### src/rtl/alu_pkg.sv
// Shared widths and output-stage state encoding for the ALU issue block.
package alu_pkg;

  localparam int unsigned AluWidth    = 8;
  localparam int unsigned AluMulWidth = 16;
  localparam int unsigned OpselWidth  = 3;

  typedef enum logic {
    ResEmpty = 1'b0,
    ResFull  = 1'b1
  } res_state_e;

endpackage

### src/rtl/alu_cmd_fifo.sv
// Command FIFO: power-of-two storage with naturally wrapping pointers and an occupancy count.
module alu_cmd_fifo #(
  parameter int unsigned DataWidth = 19,
  parameter int unsigned Depth     = 4,
  localparam int unsigned CntWidth = $clog2(Depth + 1)
) (
  input  logic                 clk,
  input  logic                 rst_n,
  input  logic                 push,
  input  logic                 pop,
  input  logic [DataWidth-1:0] wdata,
  output logic [DataWidth-1:0] rdata,
  output logic [CntWidth-1:0]  count,
  output logic                 full,
  output logic                 empty
);

  localparam int unsigned PtrWidth = $clog2(Depth);

  logic [DataWidth-1:0] mem_q [Depth];
  logic [PtrWidth-1:0]  wr_ptr_q, rd_ptr_q;
  logic [CntWidth-1:0]  count_q, count_d;
  logic                 push_ok, pop_ok;

  assign full    = (count_q == CntWidth'(Depth));
  assign empty   = (count_q == '0);
  // A full FIFO refuses a push even when a pop frees a slot on the same edge.
  assign push_ok = push && !full;
  assign pop_ok  = pop && !empty;
  assign rdata   = mem_q[rd_ptr_q];
  assign count   = count_q;

  always_comb begin
    count_d = count_q;
    unique case ({push_ok, pop_ok})
      2'b10:   count_d = count_q + CntWidth'(1);
      2'b01:   count_d = count_q - CntWidth'(1);
      default: count_d = count_q;
    endcase
  end

  always_ff @(posedge clk) begin
    if (push_ok) begin
      mem_q[wr_ptr_q] <= wdata;
    end
  end

  always_ff @(posedge clk or negedge rst_n) begin
    if (!rst_n) begin
      wr_ptr_q <= '0;
      rd_ptr_q <= '0;
      count_q  <= '0;
    end else begin
      if (push_ok) wr_ptr_q <= wr_ptr_q + PtrWidth'(1);
      if (pop_ok)  rd_ptr_q <= rd_ptr_q + PtrWidth'(1);
      count_q <= count_d;
    end
  end

endmodule

### src/rtl/alu_issue.sv
// Issues queued commands to an external combinational ALU and holds each result in a
// single output register until the consumer takes it.
module alu_issue
  import alu_pkg::*;
#(
  parameter int unsigned WIDTH     = AluWidth,
  parameter int unsigned MUL_WIDTH = AluMulWidth,
  parameter int unsigned DEPTH     = 4,
  localparam int unsigned CntWidth = $clog2(DEPTH + 1)
) (
  input  logic                  clk,
  input  logic                  rst_n,
  input  logic                  cmd_valid,
  output logic                  cmd_ready,
  input  logic [WIDTH-1:0]      cmd_a,
  input  logic [WIDTH-1:0]      cmd_b,
  input  logic [OpselWidth-1:0] cmd_opsel,
  output logic [WIDTH-1:0]      alu_a,
  output logic [WIDTH-1:0]      alu_b,
  output logic [OpselWidth-1:0] alu_opsel,
  input  logic [MUL_WIDTH-1:0]  alu_result,
  output logic                  res_valid,
  input  logic                  res_ready,
  output logic [MUL_WIDTH-1:0]  res_data,
  output logic [OpselWidth-1:0] res_opsel,
  output logic [CntWidth-1:0]   count
);

  localparam int unsigned EntryWidth = 2 * WIDTH + OpselWidth;

  logic [EntryWidth-1:0] head;
  logic                  full, empty, push, issue;
  res_state_e            state_q, state_d;
  logic [MUL_WIDTH-1:0]  res_data_q;
  logic [OpselWidth-1:0] res_opsel_q;

  assign cmd_ready = !full;
  assign push      = cmd_valid && cmd_ready;
  // Issue when there is work and the result slot is free or being freed this edge.
  assign issue     = !empty && ((state_q == ResEmpty) || res_ready);

  alu_cmd_fifo #(
    .DataWidth (EntryWidth),
    .Depth     (DEPTH)
  ) u_fifo (
    .clk   (clk),
    .rst_n (rst_n),
    .push  (push),
    .pop   (issue),
    .wdata ({cmd_a, cmd_b, cmd_opsel}),
    .rdata (head),
    .count (count),
    .full  (full),
    .empty (empty)
  );

  always_comb begin
    alu_a     = '0;
    alu_b     = '0;
    alu_opsel = '0;
    if (!empty) begin
      {alu_a, alu_b, alu_opsel} = head;
    end
  end

  always_comb begin
    state_d = state_q;
    unique case (state_q)
      ResEmpty: if (issue) state_d = ResFull;
      ResFull:  if (!issue && res_ready) state_d = ResEmpty;
      default:  state_d = ResEmpty;
    endcase
  end

  always_ff @(posedge clk or negedge rst_n) begin
    if (!rst_n) begin
      state_q     <= ResEmpty;
      res_data_q  <= '0;
      res_opsel_q <= '0;
    end else begin
      state_q <= state_d;
      if (issue) begin
        res_data_q  <= alu_result;
        res_opsel_q <= alu_opsel;
      end
    end
  end

  assign res_valid = (state_q == ResFull);
  assign res_data  = res_data_q;
  assign res_opsel = res_opsel_q;

endmodule

### config.mk
export PLATFORM = sky130hd
export DESIGN_NAME = alu_issue
export DESIGN_NICKNAME = d
export VERILOG_FILES = /design/src/rtl/alu_pkg.sv /design/src/rtl/alu_cmd_fifo.sv /design/src/rtl/alu_issue.sv
export SDC_FILE = /design/constraint.sdc
export NUM_CORES = 1
export LEC_CHECK = 0
export ABC_CLOCK_PERIOD_IN_PS = 2600
export CAP_MARGIN = 0
export CORE_ASPECT_RATIO = 1.4
export CORE_MARGIN = 1.5
export CORE_UTILIZATION = 35
export DETAILED_ROUTE_END_ITERATION = 10
export HOLD_SLACK_MARGIN = 0.02
export SLEW_MARGIN = 20
export SYNTH_ARGS = -nofsm -noshare
export SYNTH_HDL_FRONTEND = slang
export SYNTH_HIERARCHICAL = 1
export SYNTH_SLANG_ARGS = --single-unit
export TNS_END_PERCENT = 30
### constraint.sdc
create_clock -name clk -period 2.6 [get_ports clk]
set_input_delay 0.52 -clock clk [delete_from_list [all_inputs] [get_ports clk]]
set_output_delay 0.52 -clock clk [all_outputs]
set_load 0.02 [all_outputs]
After elaboration in Yosys (flattened, before gate mapping)
Memory sizes are Yosys's and may differ from the RTL's. Cells that the tools add are included.

Bits in registers: 27. Latch bits: 0. Memory bits (writable): 76. Bits in read-only memories: 0. Word-level logic and storage cells: 35. Memories: 1.

Memory list: u_fifo.mem_q (depth 4, width 19, rd ports 1, clocked after memory_dff 0, write ports 1, line alu_cmd_fifo.sv:20) `logic [DataWidth-1:0] mem_q [Depth];`.

Add/subtract/negate cells: 4. $mul: 0. Divide/modulo/power cells: 0. Magnitude comparators: 0. Equality and inequality tests: 3. Shift-type cells: 0. Mux-type cells: 9. Bitwise logic cells: 1. Reduce and logical (&&, ||, !) cells: 11.

Operators with widths (count): $mux 8 (2); $pmux 3 s2 (1); $logic_and 1x1->1 (5); $add 2x1->2 const B (2); $mux 1 (4); $add 3x1->3 const B (1); $eq 3x3->1 const B (1); $logic_not 1->1 (3); $logic_not 3->1 (1); $mux 3 (1); $sub 3x1->3 const B (1); $eq 2x1->1 const B (1); $eq 2x2->1 const B (1); $pmux 1 s2 (1); $reduce_bool 2->1 (1); $logic_or 1x1->1 (1); $not 1->1 (1).

Longest topological paths before layout
Gate-level depths: netlist of the first run.

Word-level depth: 7. Mapped depth: 10. Mapped depth without buffers: 10.

Hierarchy
The synthesis of the first run kept the hierarchy.

Modules (own cells, without submodules): alu_cmd_fifo (instances 1, cells an instance 136, area each 3185.6 um^2); alu_issue (instances 1, cells an instance 68, area each 894.6 um^2).

Least setup slack after synthesis of the first run
Ideal clock, no wire load.

Path type: reg-to-reg. Start: register u_fifo.count_q[0] (netlist: u_fifo/count[0]). End: register u_fifo.count_q[2] (netlist: u_fifo/count[2]). Setup time: 0.080 ns. Arrival: 2.143 ns. Required time: 2.520 ns. Setup slack: 0.377 ns. Cell stages (with the launch flop): 11. Path buffers: 1. Period minus slack after synthesis: 2.223 ns. Cells stage by stage: dfrtp_1 -> nor3_1 -> a21oi_2 -> buf_6 -> o31a_2 -> ha_1 -> inv_1 -> fa_1 -> xor2_1 -> nor2_1 -> xor2_1.

Word-level cells in the longest chain between the ends: 6. Elaborated cells on any way between the ends: 14.

RTL lines: start, declared (line alu_cmd_fifo.sv:22) `logic [CntWidth-1:0] count_q, count_d;`; start signal, assigned (line alu_cmd_fifo.sv:56) `count_q <= count_d;`; $logic_not 3->1 (*) (line alu_cmd_fifo.sv:26) `assign empty = (count_q == '0);`; named net empty (line alu_issue.sv:32) `logic full, empty, push, issue;`; $logic_not 1->1 (*) (line alu_issue.sv:40) `assign issue = !empty && ((state_q == ResEmpty) || res_ready);`; $logic_and 1x1->1 (*) (line alu_issue.sv:40); named net issue (line alu_issue.sv:32); $logic_and 1x1->1 (*) (line alu_cmd_fifo.sv:29) `assign pop_ok = pop && !empty;`; named net u_fifo.pop_ok (line alu_cmd_fifo.sv:23) `logic push_ok, pop_ok;`; $eq 2x1->1 or $eq 2x2->1 (tied branches) (line alu_cmd_fifo.sv:35) `unique case ({push_ok, pop_ok})`; $pmux 3 s2 or $reduce_bool 2->1 (tied branches).

Mark *: on every way through the listed nets, which the timed path passes. The rest lies on a longest branch. A chain may end at the register's enable or synchronous reset.

Worst setup path in the final report of the first run
Start: register u_fifo.rd_ptr_q[0]. End: output alu_b[3].

Word-level cells in the longest chain between the ends: 2.

RTL lines: start, declared (line alu_cmd_fifo.sv:21) `logic [PtrWidth-1:0] wr_ptr_q, rd_ptr_q;`; start signal, assigned (line alu_cmd_fifo.sv:55) `if (pop_ok) rd_ptr_q <= rd_ptr_q + PtrWidth'(1);`; $mem_v2 4x19; named net head[6] (line alu_issue.sv:31) `logic [EntryWidth-1:0] head;`; $mux 8 (line alu_issue.sv:61) `if (!empty) begin`; end, declared (line alu_issue.sv:19) `output logic [WIDTH-1:0] alu_b,`.

The timed path passes the listed nets, and every way through them passes these cells.

==> flow_summary_export.csv, run 1 <==
group,metric,value,unit
clock_network,clock_path_buffers,2,
clock_network,htree_levels,3,
timing,period_share,93.6,%
synthesis,yosysMostFrequentCell,"edfxtp_1",
synthesis,netlist.area_leader.share,55.9,%
synthesis,ys.warnings.count,6,
clock_network,cts-buffers-inserted,9,
global_route,overflow,0,
outcome,outcome,"finished, final reports clean",
power_and_ir_drop,total_power,0.00657,W
drt,top_layer_used,"met4",
global_route,grt_max_degree,28,
synthesis,synth-compound-area-share,0.583,%
floorplan,die_w,94.3,µm
run,drv_cap,0,
synthesis,async_flop_share,26.2,%
synthesis,synth_flop_cell,"edfxtp_1",
placed_design,dp_hpwl,5030,µm
finish,antennaDiodeCount,0,
finish,drive_above_1_share,24.9,%
timing,setup_viol,0,
floorplan,start_util,36.0,%
power_and_ir_drop,power_leakage,2.00,nW
power_and_ir_drop,vdd_ir_drop_max,0.000451,V
finish,final_nets,345,
drt,vias,2100,
power_and_ir_drop,seqPwrFrac,36.9,%
clock_network,hold_buffers,0,
drt,wl_met1,3200,µm
drt,wl_per_cell,16.3,µm
setup_path,cp-start-kind,"flop",
placed_design,place_congestion,0.657,
setup_path,cp-end-kind,"output pin",
timing,tightest_slew,0.343,ns
synthesis,synth_top_family_by_area,"multiplexers",
power_and_ir_drop,p_switching,0.00218,W
timing,grt_setup_unrepaired,"no",
drt,dr.pass1.iters,3,
power_and_ir_drop,pwr-share-comb,42.3,%
synthesis,yosys.area_share.simple,4.91,%
setup_path,startpoint,"u_fifo/rd_ptr_q[0]",
global_route,grt_pass1_wl,11400,µm
setup_path,path_max_fanout,13,
power_and_ir_drop,swShare,33.2,%
drt,ant_nets,0,
synthesis,yosys.area.top_type,"edfxtp_1",
setup_path,r2r-start,"u_fifo/count[0]",
global_route,antenna_found_initial,0,
synthesis,yosys.area_share.adder,2.02,%
synthesis,synthesis.nets,249,
setup_path,cp_data_required_time,2.08,ns
synthesis,yosysSeqAreaShare,72.5,%
clock_network,cts_root_buf,"clkbuf_16",
drt,wl_met3,423,µm
drt,dr_wl_met2,3580,µm
global_route,grt_pass1_vias,2234,
timing,finalCriticalPeriod,2.43,ns
min_path,hp-start,"res_data[7]",
drt,drc,0,
placed_design,portBuffers,81,
setup_path,critPathArrivalTime,1.91,ns
synthesis,syn-cell-area,4080,µm²
timing,finalHoldViolations,0,
global_route,track_usage,12.7,%
synthesis,yosys-mux-area-fraction,16.3,%
synthesis,synth-seq-cells,103,
floorplan,num_rows,46,
synthesis,synthXorXnorAreaFrac,1.29,%
synthesis,synthTopCellsByCount,"76 x edfxtp_1, 27 x dfrtp_1, 20 x nor2b_1, 19 x mux2_2, 19 x mux4_2",
clock_network,cts_sinks,103,
clock_network,cts_tree,"yes",
synthesis,synth_cells,204,
synthesis,synth_edf_count,76,
power_and_ir_drop,clkPwrFrac,20.8,%
min_path,min_path_type,"flop to flop",
drt,drtIter0Drc,46,
clock_network,cts.clk_slew.worst_paths,0.07,ns
drt,via_per_inst,4.68,
setup_path,crit_type,"flop to output pin",
timing,finalSetupTns,0,ns
synthesis,syn_avg_cell_area,20.0,µm²
finish,syn_to_final_growth,33.8,%
synthesis,synth.distinct_cells,24,
power_and_ir_drop,p_per_area,1200,nW/µm²
finish,design_area,5460,µm²
power_and_ir_drop,power.internal,0.00439,W
timing,fmax,411,MHz
clock_network,insertion_delay,0.34,ns
placed_design,placed_cell_area,5170,µm²
floorplan,ioPinCount,82,
floorplan,dieHeight,131,µm
drt,finalWirelength,7320,µm
timing,slew_headroom,77.1,%
floorplan,placeableCoreArea,11300,µm²
timing,fin_skew,0.00543,ns
timing,drv_slew,0,
floorplan,die-area,12300,µm²
synthesis,synth.area.top_cells,"edfxtp_1 56%, dfrtp_1 17%, mux4_2 10%",
finish,fillers,978,
## kinds of logic after synthesis
family                     after synthesis
DFF                                    103
muxes                                   40
and+or+nand+nor                         29
buffers and inverters                   17
xor gates and xnor gates                 6
adders and majority gates                6
AOI/OAI and AO/OA                        3
## per-layer routing
metal	up-vias	GRT usage, %
met5	-	0
met4	0	5.53
met3	11	3.13
met2	69	21.2
met1	1049	15.7
li1	971	-
## critical path: stages, from the launching register on
cell,delay (ns)
dfrtp_1,0.41
buf_12,0.18
mux4_2,0.50
nor2b_1,0.16
dlygate4sd2_1,0.32
## path summary, 6_finish.rpt
kind	cells after the start	slack [ns]	endpoint
setup reg to reg	10	0.36	u_fifo/count[2]
hold / removal	1	0.51	res_data[7]
min in group asynchronous	2	0.56	res_opsel[0]
setup / recovery	4	0.17	alu_b[3]
max in group asynchronous	2	1.78	res_data[8]
hold reg to reg	1	0.51	res_data[7]
## area by class of cell
type	count	area [µm²]	share of cell area, %
timing repair buffer	93	943	17.3
inverter	9	33.8	0.619
clock inverter	7	86.3	1.58
multi-input combinational	84	1030	18.9
tap	144	180	3.30
clock buffer	9	225	4.13
sequential	103	2960	54.2
## power by group through the flow
stage | sequential (W) | combinational [W] | clock, W
after floorplan | 0.00261 | 0.00155 | 0
after global placement | 0.00243 | 0.00299 | 0
after detailed placement | 0.00246 | 0.00300 | 0
after CTS | 0.00243 | 0.00285 | 0.00141
after global routing | 0.00246 | 0.00302 | 0.00147
final | 0.00242 | 0.00278 | 0.00137
## state kept, by name, indices dropped and copies added, names as in the netlist
register         count
u_fifo/rd_ptr_q      2
res_data            16
u_fifo/wr_ptr_q      2
u_fifo/mem_q        76
res_valid            1
res_opsel            3
u_fifo/count         3
## timing repair
action                                  CTS  global route
buffers inserted                          0             0
gates resized for setup                  20             0
endpoints found under the setup margin   19             0
## cell usage in the layout (no fill, tap or decap), types with 4 or more instances in the layout
cell type,synthesis,routed
dfrtp_1,27,27
buf_4,0,6
mux4_2,19,19
buf_12,0,5
nor2b_1,20,20
clkbuf_16,0,9
inv_1,9,9
mux2_2,19,19
clkdlybuf4s50_1,0,62
ha_1,5,5
edfxtp_1,76,76
dlygate4sd2_1,0,19
and2_2,4,4
## stage by stage
stage | worst slack, ns | util [%] | hold slack (ns) | instances
after floorplan | 0.377 | - | 0.224 | 204
after global placement | 0.174 | 45.6 | 0.487 | 433
after detailed placement | 0.121 | 45.6 | 0.495 | 433
after CTS | 0.132 | 48.1 | 0.511 | 449
after global routing | 0.0693 | 48.1 | 0.519 | 449
final | 0.167 | 48.1 | 0.507 | 449
Power figures use the tool's default switching activity.
==> run 2: changes to the inputs <==
--- a/config.mk
+++ b/config.mk
@@ -11,7 +11,7 @@
 export CORE_MARGIN = 1.5
 export CORE_UTILIZATION = 35
 export DETAILED_ROUTE_END_ITERATION = 10
-export HOLD_SLACK_MARGIN = 0.02
+export HOLD_SLACK_MARGIN = 0.06
 export SLEW_MARGIN = 20
 export SYNTH_ARGS = -nofsm -noshare
 export SYNTH_HDL_FRONTEND = slang
==> results of run 2 <==
Same layout as run 1: the final DEF is identical, and so are final timing and power.
==> run 3: changes to the inputs <==
--- a/config.mk
+++ b/config.mk
@@ -9,7 +9,7 @@
 export CAP_MARGIN = 0
 export CORE_ASPECT_RATIO = 1.4
 export CORE_MARGIN = 1.5
-export CORE_UTILIZATION = 35
+export CORE_UTILIZATION = 30
 export DETAILED_ROUTE_END_ITERATION = 10
 export HOLD_SLACK_MARGIN = 0.06
 export SLEW_MARGIN = 20
==> flow_summary_export.csv, run 3 (synthesized netlist as in run 1, its figures left out) <==
group,metric,value,unit
outcome,outcome,"finished, final reports clean",
floorplan,placeableCoreArea,13300,µm²
floorplan,die-area,14300,µm²
drt,vias,2115,
global_route,track_usage,11.3,%
placed_design,dp.cells,475,
timing,grt_setup_unrepaired,"no",
min_path,hp-start,"res_data[6]",
timing,tightest_slew,0.343,ns
drt,drc,0,
clock_network,insertion_delay,0.34,ns
floorplan,ioPinCount,82,
placed_design,place_ws,0.0915,ns
global_route,antenna_found_initial,0,
timing,finalHoldViolations,0,
setup_path,cp-end-kind,"output pin",
timing,fmax,410,MHz
floorplan,num_rows,50,
floorplan,dieHeight,141,µm
setup_path,r2r-start,"u_fifo/count[0]",
placed_design,dp_hpwl,5170,µm
floorplan,die_w,102,µm
drt,wl_per_cell,15.5,µm
power_and_ir_drop,power_leakage,2.01,nW
timing,slew_headroom,77.1,%
global_route,grt_max_degree,28,
clock_network,cts_setup_buffers,0,
drt,dr.pass1.iters,4,
clock_network,cts-buffers-inserted,9,
setup_path,path_max_fanout,13,
drt,via_per_inst,4.31,
power_and_ir_drop,vdd_ir_drop_max,0.000437,V
min_path,min_path_type,"flop to flop",
clock_network,htree_levels,3,
setup_path,cp_data_required_time,2.08,ns
timing,fin_skew,0.00363,ns
finish,largest_reg_flops,76,
global_route,overflow,0,
setup_path,critPathArrivalTime,1.92,ns
setup_path,startpoint,"u_fifo/rd_ptr_q[0]",
timing,setup_slack,0.160,ns
clock_network,hold_buffers,0,
placed_design,place_congestion,0.667,
clock_network,cts_tree,"yes",
setup_path,crit_type,"flop to output pin",
clock_network,cts.repair.resized,20,
global_route,grt.busiest_layer,"met2",
timing,finalCriticalPeriod,2.44,ns
floorplan,start_util,30.6,%
finish,final_nets,349,
clock_network,cts_root_buf,"clkbuf_16",
setup_path,cp_num_buf_inv,2,
setup_path,cp-start-kind,"flop",
finish,syn_to_final_growth,34.4,%
global_route,use_met1,13.1,%
timing,drv_slew,0,
setup_path,crit_path_max_incr_delay,0.53,ns
finish,final_common_cell,"edfxtp_1",
setup_path,worst_path_max_delay_cell,"mux4_2",
drt,ant_nets,0,
timing,finalSetupTns,0,ns
setup_path,crit_family,"multiplexers",
finish,final_cell_mix,"76 x edfxtp_1, 62 x clkdlybuf4s50_1, 26 x dfrtp_1, 20 x nor2b_1",
drt,finalWirelength,7610,µm
global_route,grt_pass1_vias,2210,
power_and_ir_drop,p_per_area,1200,nW/µm²
finish,antennaDiodeCount,0,
global_route,use_met3,3.77,%
drt,drtIter0Drc,43,
finish,final_cell_count_no_fill,491,
clock_network,cts.clk_slew.worst_paths,0.07,ns
timing,setup_viol,0,
setup_path,r2r_slack,0.32,ns
clock_network,cts_sinks,103,
global_route,grt_pass1_wl,11600,µm
run,drv_cap,0,
finish,drive_above_1_share,25.9,%
placed_design,portBuffers,81,
global_route,met2_usage,19.1,%
finish,regMostFlops,"u_fifo/mem_q",
setup_path,worstPathCellList,"buf_12, mux4_2, nor2b_1, dlygate4sd2_1",
clock_network,clock_path_buffers,2,
timing,period_share,93.9,%
==> run 3: changes by cell type in the layout (fill, tap and decap cells not counted) <==
cell,change
buf_12,-4
buf_4,+8
clkbuf_1,+1
clkbuf_8,+1
clkinv_4,+1
clkinvlp_4,-1
dfrtp_1,-1
dfrtp_2,+1
inv_8,-2
==> run 3: area by class of cell <==
class                   count  area (µm²)
fillers                  1223        7840
flip-flops and latches    103        2960
multi-input cells          84        1030
repair buffers             97         923
clock buffers              11         243
well taps                 182         228
clock inverters             5        65.1
inverters                   9        33.8
==> run 3: path summary, 6_finish.rpt <==
path | depth (start not counted) | to
setup / recovery | 4 | alu_a[3]
hold / removal | 1 | res_data[6]
setup reg to reg | 10 | u_fifo/count[2]
hold reg to reg | 1 | res_data[6]
max in group asynchronous | 2 | u_fifo/rd_ptr_q[0]
min in group asynchronous | 2 | res_data[14]
==> run 3: power by group <==
part,leakage [nW],switching [W],total (W),internal [W]
sequential,1.01,0.000182,0.00241,0.00223
combinational,0.849,0.00141,0.00278,0.00137
clock,0.151,0.000593,0.00138,0.000783
total,2.01,0.00218,0.00657,0.00438
==> run 3: stage by stage <==
stage	instance area, µm²	hold slack, ns	util (%)	total power (W)
floorplan	4080	0.224	-	0.00416
global placement	5190	0.488	39.0	0.00541
detailed placement	5190	0.496	39.0	0.00545
CTS	5480	0.511	41.1	0.00669
global route	5480	0.525	41.1	0.00693
finish	5480	0.505	41.1	0.00657
==> run 3: routing by layer <==
layer  wire length [µm]  vias to the layer above
met5                  0                        -
met4                140                        0
met3                504                       11
met2               3860                       68
met1               3100                     1062
li1                   -                      974
